==> src/rtl/nibble_serial_adder_pkg.sv <==
// Shared types and helpers for the nibble-serial adder: FSM state encoding and
// sizing of the nibble pass counter.
package nibble_serial_adder_pkg;

    typedef enum logic {
        StIdle = 1'b0,
        StRun  = 1'b1
    } state_e;

    localparam int unsigned NibW = 4;

    function automatic int unsigned cnt_width(input int unsigned nib);
        return (nib > 1) ? $clog2(nib) : 1;
    endfunction

endpackage

==> src/rtl/nibble_serial_adder_if.sv <==
// Start/busy/done handshake plus operand and result bus of the nibble-serial adder.
// The master is the ALU control side and the slave is the adder.
interface nibble_serial_adder_if #(
    parameter int unsigned WIDTH = 16
);
    logic             start;
    logic             sub;
    logic [WIDTH-1:0] a;
    logic [WIDTH-1:0] b;
    logic             cin;
    logic             busy;
    logic             done;
    logic [WIDTH-1:0] sum;
    logic             cout;
    logic             ovf;
    logic             zero;

    modport master (
        output start, sub, a, b, cin,
        input  busy, done, sum, cout, ovf, zero
    );

    modport slave (
        input  start, sub, a, b, cin,
        output busy, done, sum, cout, ovf, zero
    );
endinterface

==> src/rtl/nibble_serial_adder_cla4.sv <==
// 4-bit carry-lookahead adder slice; all carries are formed directly from the
// generate/propagate terms and the incoming carry.
module nibble_serial_adder_cla4 (
    input  logic [3:0] i_a,
    input  logic [3:0] i_b,
    input  logic       i_cin,
    output logic [3:0] o_sum,
    output logic       o_cout
);
    logic [3:0] w_p;
    logic [3:0] w_g;
    logic [4:0] w_c;

    assign w_p = i_a ^ i_b;
    assign w_g = i_a & i_b;

    assign w_c[0] = i_cin;
    assign w_c[1] = w_g[0] | (w_p[0] & i_cin);
    assign w_c[2] = w_g[1] | (w_p[1] & w_g[0]) | (w_p[1] & w_p[0] & i_cin);
    assign w_c[3] = w_g[2] | (w_p[2] & w_g[1]) | (w_p[2] & w_p[1] & w_g[0])
                  | (w_p[2] & w_p[1] & w_p[0] & i_cin);
    assign w_c[4] = w_g[3] | (w_p[3] & w_g[2]) | (w_p[3] & w_p[2] & w_g[1])
                  | (w_p[3] & w_p[2] & w_p[1] & w_g[0])
                  | (w_p[3] & w_p[2] & w_p[1] & w_p[0] & i_cin);

    assign o_sum  = w_p ^ w_c[3:0];
    assign o_cout = w_c[4];
endmodule

==> src/rtl/nibble_serial_adder.sv <==
// Multi-cycle WIDTH-bit adder/subtractor: one cla4 slice is reused for WIDTH/4
// passes, least significant nibble first, with the carry held in a register.
module nibble_serial_adder
    import nibble_serial_adder_pkg::*;
#(
    parameter int unsigned WIDTH = 16
) (
    input  logic                 clk,
    input  logic                 rst_n,
    nibble_serial_adder_if.slave bus
);
    localparam int unsigned NIB = WIDTH / NibW;
    localparam int unsigned CW  = cnt_width(NIB);

    state_e           r_state;
    logic [CW-1:0]    r_count;
    logic [WIDTH-1:0] r_opa;
    logic [WIDTH-1:0] r_opb;
    logic [WIDTH-1:0] r_work;
    logic             r_carry;
    logic [WIDTH-1:0] r_sum;
    logic             r_done;
    logic             r_cout;
    logic             r_ovf;
    logic             r_zero;

    logic [NibW-1:0]  w_nib_a;
    logic [NibW-1:0]  w_nib_b;
    logic [NibW-1:0]  w_cla_sum;
    logic             w_cla_cout;
    logic [WIDTH-1:0] w_result;
    logic             w_last;

    assign w_nib_a = r_opa[NibW*r_count +: NibW];
    assign w_nib_b = r_opb[NibW*r_count +: NibW];
    assign w_last  = (r_count == CW'(NIB - 1));

    nibble_serial_adder_cla4 u_cla4 (
        .i_a    (w_nib_a),
        .i_b    (w_nib_b),
        .i_cin  (r_carry),
        .o_sum  (w_cla_sum),
        .o_cout (w_cla_cout)
    );

    // Work register with the nibble being computed this cycle merged in.
    always_comb begin
        w_result = r_work;
        w_result[NibW*r_count +: NibW] = w_cla_sum;
    end

    always_ff @(posedge clk or negedge rst_n) begin
        if (!rst_n) begin
            r_state <= StIdle;
            r_count <= '0;
            r_opa   <= '0;
            r_opb   <= '0;
            r_work  <= '0;
            r_carry <= 1'b0;
            r_sum   <= '0;
            r_done  <= 1'b0;
            r_cout  <= 1'b0;
            r_ovf   <= 1'b0;
            r_zero  <= 1'b0;
        end else begin
            r_done <= 1'b0;
            case (r_state)
                StIdle: begin
                    if (bus.start) begin
                        // Subtract is a + ~b + 1; cin is ignored.
                        r_opa   <= bus.a;
                        r_opb   <= bus.sub ? ~bus.b : bus.b;
                        r_carry <= bus.sub ? 1'b1 : bus.cin;
                        r_count <= '0;
                        r_state <= StRun;
                    end
                end
                StRun: begin
                    r_work  <= w_result;
                    r_carry <= w_cla_cout;
                    r_count <= r_count + CW'(1);
                    if (w_last) begin
                        r_state <= StIdle;
                        r_count <= '0;
                        r_sum   <= w_result;
                        r_cout  <= w_cla_cout;
                        r_done  <= 1'b1;
                        r_ovf   <= (r_opa[WIDTH-1] == r_opb[WIDTH-1]) &&
                                   (w_result[WIDTH-1] != r_opa[WIDTH-1]);
                        r_zero  <= (w_result == '0);
                    end
                end
                default: r_state <= StIdle;
            endcase
        end
    end

    assign bus.busy = (r_state == StRun);
    assign bus.done = r_done;
    assign bus.sum  = r_sum;
    assign bus.cout = r_cout;
    assign bus.ovf  = r_ovf;
    assign bus.zero = r_zero;
endmodule

==> src/flat_wrapper.sv <==
// flat-port wrapper written by rule: the top's interface ports become plain ports
module nibble_serial_adder_flat import nibble_serial_adder_pkg::*;
#(
    parameter int unsigned WIDTH = 16
)
  (clk, rst_n, bus_start, bus_sub, bus_a, bus_b, bus_cin, bus_busy, bus_done, bus_sum, bus_cout, bus_ovf, bus_zero);
  nibble_serial_adder_if #(.WIDTH(WIDTH)) bus_i ();
  input  logic clk;
  input  logic rst_n;
  input wire logic [$bits(bus_i.start)-1:0] bus_start;
  input wire logic [$bits(bus_i.sub)-1:0] bus_sub;
  input wire logic [$bits(bus_i.a)-1:0] bus_a;
  input wire logic [$bits(bus_i.b)-1:0] bus_b;
  input wire logic [$bits(bus_i.cin)-1:0] bus_cin;
  output wire logic [$bits(bus_i.busy)-1:0] bus_busy;
  output wire logic [$bits(bus_i.done)-1:0] bus_done;
  output wire logic [$bits(bus_i.sum)-1:0] bus_sum;
  output wire logic [$bits(bus_i.cout)-1:0] bus_cout;
  output wire logic [$bits(bus_i.ovf)-1:0] bus_ovf;
  output wire logic [$bits(bus_i.zero)-1:0] bus_zero;
  assign bus_i.start = bus_start;
  assign bus_i.sub = bus_sub;
  assign bus_i.a = bus_a;
  assign bus_i.b = bus_b;
  assign bus_i.cin = bus_cin;
  assign bus_busy = bus_i.busy;
  assign bus_done = bus_i.done;
  assign bus_sum = bus_i.sum;
  assign bus_cout = bus_i.cout;
  assign bus_ovf = bus_i.ovf;
  assign bus_zero = bus_i.zero;
  nibble_serial_adder #(.WIDTH(WIDTH)) u_core (.clk(clk), .rst_n(rst_n), .bus(bus_i));
endmodule
==> config.mk <==
export PLATFORM = sky130hd
export DESIGN_NAME = nibble_serial_adder_flat
export DESIGN_NICKNAME = d
export VERILOG_FILES = /design/src/rtl/nibble_serial_adder_pkg.sv /design/src/rtl/nibble_serial_adder_if.sv /design/src/rtl/nibble_serial_adder_cla4.sv /design/src/rtl/nibble_serial_adder.sv /design/src/flat_wrapper.sv
export SDC_FILE = /design/constraint.sdc
export NUM_CORES = 1
export LEC_CHECK = 0
export ABC_AREA = 1
export ABC_CLOCK_PERIOD_IN_PS = 3300
export CORE_AREA = 4 4 95 97
export DETAILED_ROUTE_END_ITERATION = 16
export DIE_AREA = 0 0 99 101
export PLACE_DENSITY_LB_ADDON = 0.2
export SLEW_MARGIN = 20
export SYNTH_ARGS = -nofsm -noshare
export SYNTH_HDL_FRONTEND = slang
export SYNTH_SLANG_ARGS = --single-unit
==> constraint.sdc <==
create_clock -name clk -period 3.3 [get_ports clk]
set_input_delay 0.825 -clock clk [delete_from_list [all_inputs] [get_ports clk]]
set_output_delay 0.825 -clock clk [all_outputs]
set_load 0.02 [all_outputs]
== Word level (Yosys, flattened, before mapping) ==
Cells that the tools add are included.
Storage, ports and cells
  flip-flop bits (word level): 72
  input port bits: 37
  output and inout bits: 21
  word-level logic and storage cells: 69
Operators by class
  muxes and demuxes: 13
  reduce and logical (&&, ||, !) cells: 4
  equal/unequal tests: 4
  shift-type cells: 4
  bitwise operators: 31
  $add $sub $neg: 2
Operators with widths (count)
  $neg 4->34: 1
  $shift 4x34->16 const A: 1
  $shiftx 4x34->16: 1
  $shiftx 16x5->4: 2
  $and 1x1->1: 16
  $bwmux 16: 1
  $logic_not 16->1: 1
  $mux 16: 1
  $not 16->16: 1
  $or 1x1->1: 10
  $xor 4x4->4: 2
  $mux 1: 6
  $and 4x4->4: 1
  $mux 2: 2
  $pmux 1 s2: 2
  $pmux 2 s2: 1
  $reduce_and 2->1: 2
  $add 2x1->2 const B: 1
  $eq 2x2->1 const B: 1
  $ne 2x2->1 const B: 1
  $eq 1x1->1: 1
  $logic_and 1x1->1: 1
  $ne 1x1->1: 1
  $not 1->1: 1

== Depth between registers and ports, before layout ==
Gate-level depths: netlist of the first run.
  depth in word-level cells: 11
  mapped depth: 19
  gate-level depth less buffers: 17

== Cells and area by module ==
Synthesis of the first run repeated with hierarchy kept, for this count alone.
Unflattened totals
  cell total of the unflattened synthesis: 449
  area total of the unflattened synthesis: 3612.2 µm²
Modules (own cells, without submodules)
  nibble_serial_adder: times used 1, cells an instance 418, area each 3423.3 µm², sequential area each 1801.7 µm²
  nibble_serial_adder_cla4: times used 1, cells an instance 31, area each 188.9 µm², sequential area each 0.0 µm²

== Least setup slack after synthesis of the first run ==
Ideal clock, no wire load.
  path kind: reg-to-reg
  start: register u_core.r_count[0]
  end: register u_core.r_zero (netlist: u_core.bus.zero)
  required time: 3.234 ns
  library setup time: 0.066 ns
  data arrival time: 2.545 ns
  clock period less this slack: 2.610 ns
  cell stages (with the launch flop): 18
  path slack: 0.690 ns
  path through: dfrtp_1 > buf_4 > inv_2 > clkbuf_1 > nor2_1 > o22ai_1 > fa_1 > inv_1 > nor2_1 > nand2_1 > nand3_1 > nor2_1 > nand2_1 > nor2_2 > nand2_1 > nor2_1 > nand3_1 > nand2_1
On the way
  cells in the longest elaborated chain, start to end: 10
Ends and longest elaborated chain
  from (decl): RTL line nibble_serial_adder.sv:16  | logic [CW-1:0] r_count;
  from (signal assigned): RTL line nibble_serial_adder.sv:81  | r_count <= r_count + CW'(1);
  $shiftx 16x5->4, on equally long branches: RTL line nibble_serial_adder.sv:34, nibble_serial_adder.sv:35
  $xor 4x4->4 or $and 4x4->4 (tied branches): RTL line nibble_serial_adder_cla4.sv:14, nibble_serial_adder_cla4.sv:15
  $and 1x1->1, on equally long branches: RTL line nibble_serial_adder_cla4.sv:20, nibble_serial_adder_cla4.sv:21
  $or 1x1->1, or another cell as far along: RTL line nibble_serial_adder_cla4.sv:20  | assign w_c[3] = w_g[2] | (w_p[2] & w_g[1]) | (w_p[2] & w_p[1] & w_g[0])
  $or 1x1->1 or $and 1x1->1 (tied branches): RTL line nibble_serial_adder_cla4.sv:20, nibble_serial_adder_cla4.sv:21
  $or 1x1->1: RTL line nibble_serial_adder_cla4.sv:21  | | (w_p[2] & w_p[1] & w_p[0] & i_cin);
  $xor 4x4->4: RTL line nibble_serial_adder_cla4.sv:26  | assign o_sum = w_p ^ w_c[3:0];
  $shiftx 4x34->16: RTL line nibble_serial_adder.sv:49  | w_result[NibW*r_count +: NibW] = w_cla_sum;
  $bwmux 16: RTL line nibble_serial_adder.sv:49
  $logic_not 16->1: RTL line nibble_serial_adder.sv:90  | r_zero <= (w_result == '0);
  to (signal assigned): RTL line nibble_serial_adder.sv:90
  to (decl): RTL line nibble_serial_adder.sv:25  | logic r_zero;
Parallel ways exist; a longest one is shown, timed or not.
A chain may end at the register's enable or synchronous reset.

== Worst setup path in the final report of the first run ==
  start: register u_core.r_count[1]
  end: register u_core.r_zero (netlist: u_core.bus.zero)
The elaborated chain is that of the path after synthesis.

==> results.sh, run 1 <==
export IMPL_drv_slew=0
export IMPL_path_delay_family="simple AND/OR/NAND/NOR gates"
export IMPL_path_class="register to register"
export IMPL_multiInputGateArea_mm2=0.00161
export IMPL_n_fill_cell=747
export IMPL_highest_layer="met4"
export IMPL_tightestPinTransition_ns=0.452
export IMPL_rows=33
export IMPL_worstPathCellList="inv_1 -> o21ai_0 -> o22ai_1 -> fa_1 -> nand3_1 -> nor2_1 -> a21oi_1 -> nand2_1 -> nor2_1 -> nand2_1 -> nor2_1 -> nand3_1 -> nand2_1"
export IMPL_post_route_util_pct=55.7
export IMPL_rsz0062_at_grt="false"
export IMPL_power_density_mw_per_mm2=1090
export IMPL_cp_slowest_stage_delay_ns=0.52
export IMPL_r2r_end="u_core.bus.zero$_DFFE_PN0P_"
export IMPL_layout_commonest_cell="nand2_1"
export IMPL_grt_max_degree=73
export IMPL_cp_slowest_cell="dfrtp_1"
export IMPL_clock_latency_ns=0.35
export IMPL_fmax_ghz=0.368
export IMPL_dpl_cell_count=560
export IMPL_syn_avg_cell_area_um2=8.78
export IMPL_die_y_um=101
export IMPL_io_pins=58
export IMPL_yosys_warnings=0
export IMPL_p_total_mw=4.91
export IMPL_numCtsBuffers=9
export IMPL_final_cell_mix="101 x nand2_1, 72 x dfrtp_1, 56 x clkdlybuf4s50_1"
export IMPL_worst_slack_ns=0.586
export IMPL_worstPathArrival_ns=3.00
export IMPL_fin_crit_ns=2.71
export IMPL_cts_sinks=72
export IMPL_fin_cells=576
export IMPL_seqCellArea_mm2=0.00180
export IMPL_timing_rr_start="u_core.r_count[1]$_DFFE_PN0P_"
export IMPL_diodes=0
export IMPL_max_vdd_ir_drop_uv=437
export IMPL_grt_pass1_wl_mm=13.6
export IMPL_ys_ff_latch=72
export IMPL_dp_final_hpwl_mm=5.85
export IMPL_area_growth_pct=25.5
export IMPL_cts_tree="built"
export IMPL_endpoint_kind="register"
export IMPL_synth_nets=460
export IMPL_max_cap_viol_count=0
export IMPL_dieArea_mm2=0.0100
export IMPL_synth_area_mm2=0.00361
export IMPL_wl_met2_mm=3.93
export IMPL_synth_seq_area_share_pct=49.9
export IMPL_dpl_cell_area_mm2=0.00427
export IMPL_ys_types=31
export IMPL_drt_total_wl_mm=7.99
export IMPL_first_pass_iters=6
export IMPL_netlist_instances=411
export IMPL_path_clk_slew_ns=0.08
export IMPL_cts_hold_buf=0
export IMPL_hold_violations=0
export IMPL_cts_root_buffer="clkbuf_8"
export IMPL_skew_ns=0.0121
export IMPL_whs_ns=0.480
export IMPL_finalSetupViolations=0
export IMPL_antenna_found_initial=0
export IMPL_drtIter0Drc=137
export IMPL_grt_use_total_pct=17.2
export IMPL_slew_headroom_pct=69.8
export IMPL_dieWidth_um=99
export IMPL_drc=0
export IMPL_ant_nets=0
export IMPL_core_mm2=0.00813
export IMPL_critPathMaxFanout=13
export IMPL_pre_cts_slack_ns=0.639
export IMPL_nNetsFinal=515
export IMPL_start_util_pct=44.3
export IMPL_regToRegSetupSlack_ns=0.59
export IMPL_critical_path_buf_inv_count=1
export IMPL_hp_class="primary input to asynchronous set/reset pin"
export IMPL_fin_setup_tns_ns=0
export IMPL_wl_met1_mm=3.49
export IMPL_power_leakage_nw=2.07
export IMPL_wl_per_cell_um=13.9
export IMPL_cts_buffer_depth=2
export IMPL_final_area_mm2=0.00453
export IMPL_grt_pass1_vias=2877
export IMPL_gp_congestion=0.916
export IMPL_finalCritPeriodShare_pct=82.2
export IMPL_wl_met3_um=376
export IMPL_ctsResizeCount=0
export IMPL_status="finished clean"
export IMPL_via_count=2899
export IMPL_grt_overflow=0
export IMPL_r2r_cells=13
export IMPL_required_ns=3.59
export IMPL_drive_gt1_share_pct=10.4
export IMPL_drt_vias_per_instance=5.03
export IMPL_cp_start_kind="register"
export IMPL_htree_levels=3
export IMPL_cts_setup_buffers=0
export IMPL_place_port_buffers=57
==> worst max path at each step <==
stage	depth (start not counted)	slack [ns]	startpoint	end
2_1_floorplan	17	0.69	u_core.r_count[0]$_DFFE_PN0P_	u_core.bus.zero$_DFFE_PN0P_
3_3_place_gp	14	0.79	u_core.r_count[0]$_DFFE_PN0P_	u_core.bus.zero$_DFFE_PN0P_
3_5_place_dp	13	0.64	u_core.r_count[1]$_DFFE_PN0P_	u_core.bus.zero$_DFFE_PN0P_
4_1_cts	13	0.61	u_core.r_count[1]$_DFFE_PN0P_	u_core.bus.zero$_DFFE_PN0P_
5_1_grt	13	0.22	u_core.r_count[1]$_DFFE_PN0P_	u_core.bus.zero$_DFFE_PN0P_
6_report	13	0.59	u_core.r_count[1]$_DFFE_PN0P_	u_core.bus.zero$_DFFE_PN0P_
==> cell families (layout without fill, tap and decap cells) <==
kind of cell | count (synthesis) | in the layout | share of synthesized area (%)
flops | 72 | 72 | 49.9
xor+xnor | 16 | 16 | 3.88
fa+ha+maj | 12 | 12 | 4.37
simple gates | 168 | 168 | 19.2
mux | 16 | 16 | 4.99
compound gates | 80 | 80 | 12.2
buf+inv | 47 | 107 | 5.38
==> synth_stat cells <==
master,n,area share [%]
o21ai_1,3,0.42
nand2_4,1,0.31
inv_2,6,0.62
nor2_1,38,4.0
o21a_1,1,0.21
nand2_1,101,11
dfrtp_1,72,50
a31oi_1,6,1.0
inv_1,22,2.3
a21oi_1,2,0.28
ha_1,11,3.8
nand4_1,7,1.2
nand3_1,11,1.5
fa_1,1,0.55
o31ai_1,1,0.21
buf_4,3,0.62
a21oi_2,2,0.49
o22ai_1,9,1.6
buf_2,5,0.69
clkbuf_1,11,1.1
and2_1,1,0.17
nor2_2,2,0.35
o211ai_1,1,0.21
mux2_1,6,1.9
a21boi_2,1,0.31
xnor2_1,16,3.9
nor3_1,1,0.14
nand2_2,5,0.87
o21ai_0,54,7.5
mux2_2,10,3.1
or2_1,1,0.17
==> metal layers <==
layer	track usage, %	up-vias
li1	-	1456
met1	21.3	1357
met2	29.2	72
met3	3.39	14
met4	7.67	0
met5	0	-
==> report_power, final <==
group	leakage, nW	internal, mW	switching, mW
Clock	0.127	0.547	0.336
Combinational	1.03	0.974	1.49
Sequential	0.915	1.28	0.278
Total	2.07	2.80	2.11
==> layout make-up <==
type,instances,area share [%]
Multi-Input combinational cell,292,35.6
Timing Repair Buffer,63,13.8
Inverter,28,2.32
Sequential cell,72,39.8
Clock buffer,12,3.43
Tap cell,105,2.90
Clock inverter,4,2.18
==> flip-flops by register name (all words and copies together) (netlist names) <==
register / cells
u_core.bus.busy: 1
u_core.bus.cout: 1
u_core.bus.done: 1
u_core.bus.ovf: 1
u_core.bus.sum: 16
u_core.bus.zero: 1
u_core.r_carry: 1
u_core.r_count: 2
u_core.r_opa: 16
u_core.r_opb: 16
u_core.r_work: 16
==> worst reg2reg max path: stages (launching register included) <==
cell     delay [ns]
dfrtp_1        0.52
inv_1          0.30
o21ai_0        0.14
o22ai_1        0.30
fa_1           0.52
nand3_1        0.12
nor2_1         0.05
a21oi_1        0.19
nand2_1        0.08
nor2_1         0.11
nand2_1        0.06
nor2_1         0.12
nand3_1        0.08
nand2_1        0.06
No activity file was read; power rests on OpenSTA's default activity.
==> run 2: changes to the inputs <==
--- a/config.mk
+++ b/config.mk
@@ -6,7 +6,7 @@
 export NUM_CORES = 1
 export LEC_CHECK = 0
 export ABC_AREA = 1
-export ABC_CLOCK_PERIOD_IN_PS = 3300
+export ABC_CLOCK_PERIOD_IN_PS = 2180
 export CORE_AREA = 4 4 95 97
 export DETAILED_ROUTE_END_ITERATION = 16
 export DIE_AREA = 0 0 99 101
==> constraint.sdc (replaced) <==
create_clock -name clk -period 2.18 [get_ports clk]
set_input_delay 0.545 -clock clk [delete_from_list [all_inputs] [get_ports clk]]
set_output_delay 0.545 -clock clk [all_outputs]
set_load 0.02 [all_outputs]
==> results.sh, run 2 (synthesis results as in run 1) <==
export IMPL_path_class="register to register"
export IMPL_required_ns=2.40
export IMPL_fmax_ghz=0.435
export IMPL_max_vdd_ir_drop_uv=704
export IMPL_worstPathCellList="buf_6 -> buf_12 -> nor2_4 -> o22ai_4 -> fa_2 -> nand3_2 -> o22ai_2 -> nor2_1 -> nand2_1 -> nor2_2 -> nand2_1 -> nor2_2 -> nand3_1 -> nand2_1"
export IMPL_grt_pass1_vias=3019
export IMPL_tightestPinTransition_ns=0.389
export IMPL_regToRegSetupSlack_ns=-0.12
export IMPL_grt_use_total_pct=17.8
export IMPL_dieWidth_um=99
export IMPL_cp_slowest_stage_delay_ns=0.61
export IMPL_hp_class="primary input to asynchronous set/reset pin"
export IMPL_cp_slowest_cell="fa_2"
export IMPL_rows=33
export IMPL_diodes=0
export IMPL_skew_ns=0.00651
export IMPL_layout_commonest_cell="nand2_1"
export IMPL_cts_hold_buf=0
export IMPL_drc=0
export IMPL_start_util_pct=44.3
export IMPL_grt_pass1_wl_mm=14.2
export IMPL_seqCellArea_mm2=0.00180
export IMPL_via_count=3045
export IMPL_critical_path_buf_inv_count=2
export IMPL_finalSetupViolations=6
export IMPL_drt_total_wl_mm=8.66
export IMPL_power_leakage_nw=2.27
export IMPL_whs_ns=0.227
export IMPL_finalCritPeriodShare_pct=105
export IMPL_max_cap_viol_count=0
export IMPL_cts_tree="built"
export IMPL_htree_levels=3
export IMPL_n_fill_cell=689
export IMPL_power_density_mw_per_mm2=1700
export IMPL_dp_final_hpwl_mm=6.14
export IMPL_cts_sinks=72
export IMPL_drtIter0Drc=100
export IMPL_grt_overflow=0
export IMPL_hold_violations=0
export IMPL_rsz0062_at_grt="true"
export IMPL_nNetsFinal=554
export IMPL_place_port_buffers=57
export IMPL_io_pins=58
export IMPL_gp_congestion=0.915
export IMPL_failed_checks="setup timing"
export IMPL_crit_top_cell="nand2_1"
export IMPL_die_y_um=101
export IMPL_worstPathArrival_ns=2.52
export IMPL_dpl_cell_area_mm2=0.00456
export IMPL_core_mm2=0.00813
export IMPL_clock_latency_ns=0.33
export IMPL_final_cell_mix="94 x nand2_1, 70 x dfrtp_1, 56 x clkdlybuf4s50_1"
export IMPL_path_delay_family="simple AND/OR/NAND/NOR gates"
export IMPL_fin_crit_ns=2.30
export IMPL_drt_vias_per_instance=4.97
export IMPL_critPathMaxFanout=6
export IMPL_dieArea_mm2=0.0100
export IMPL_grt_max_degree=73
export IMPL_cts_root_buffer="clkbuf_8"
export IMPL_path_clk_slew_ns=0.07
export IMPL_antenna_found_initial=0
export IMPL_endpoint_kind="register"
export IMPL_cp_start_kind="register"
export IMPL_area_growth_pct=38.7
export IMPL_numCtsBuffers=9
export IMPL_first_pass_iters=4
export IMPL_worst_slack_ns=-0.118
export IMPL_slew_headroom_pct=74.1
export IMPL_final_area_mm2=0.00500
export IMPL_ant_nets=0
export IMPL_status="complete, but fails checks"
export IMPL_multiInputGateArea_mm2=0.00183
export IMPL_drv_slew=0
export IMPL_cts_buffer_depth=2
export IMPL_drive_gt1_share_pct=26.6
export IMPL_wl_per_cell_um=14.1
run 2: per-layer routing:
metal / part of all wire, % / vias to the layer above / track usage, % / wire length [um]
li1: - / 1536 / - / -
met2: 50 / 66 / 29.2 / 4290
met5: 0 / - / 0 / 0
met4: 1.3 / 0 / 7.67 / 112
met1: 45 / 1431 / 23.1 / 3890
met3: 4.2 / 12 / 3.11 / 364
run 2: layout make-up:
type	instances	share of cell area [%]
clock buffer	14	3.45
inverter	28	2.25
multi-input combinational	292	36.6
sequential	72	36.0
tap	105	2.63
timing repair buffer	102	19.0
run 2: report_power, final:
part / switching [mW] / internal (mW) / total, mW
clock network: 0.442 / 0.496 / 0.938
registers: 0.410 / 1.95 / 2.36
logic: 2.85 / 2.37 / 5.21
total: 3.70 / 4.81 / 8.51
run 2: worst paths after layout:
| path | to | start | cells past startpoint |
|---|---|---|---|
| min in group clk | u_core.bus.sum[14]$_DFFE_PN0P_ | u_core.bus.sum[14]$_DFFE_PN0P_ | 2 |
| max reg2reg | u_core.bus.zero$_DFFE_PN0P_ | u_core.r_count[0]$_DFFE_PN0P_ | 14 |
| min reg2reg | u_core.bus.sum[14]$_DFFE_PN0P_ | u_core.bus.sum[14]$_DFFE_PN0P_ | 2 |
| min | u_core.bus.done$_DFF_PN0_ | rst_n | 2 |
| max in group asynchronous | u_core.r_count[1]$_DFFE_PN0P_ | rst_n | 2 |
| max | u_core.bus.zero$_DFFE_PN0P_ | u_core.r_count[0]$_DFFE_PN0P_ | 14 |
run 2: timing repair:
item,4_1_cts,5_1_grt
pin swaps,9,11
setup buffers,3,9
gates resized for setup,18,54
endpoints found under the setup margin,23,30
run 2: stage by stage:
stage / setup slack [ns] / setup TNS (ns) / instances / util [%] / power (mW)
6_report: -0.118 / -0.398 / 613 / 61.5 / 8.51
5_1_grt: -0.301 / -2.09 / 613 / 61.5 / 9.21
4_1_cts: -0.0967 / -0.245 / 605 / 59.0 / 7.88
3_5_place_dp: -0.173 / -0.494 / 588 / 56.0 / 6.72
3_3_place_gp: -0.147 / -0.264 / 588 / 56.0 / 6.62
2_1_floorplan: -0.0991 / -0.140 / 411 / - / 5.20
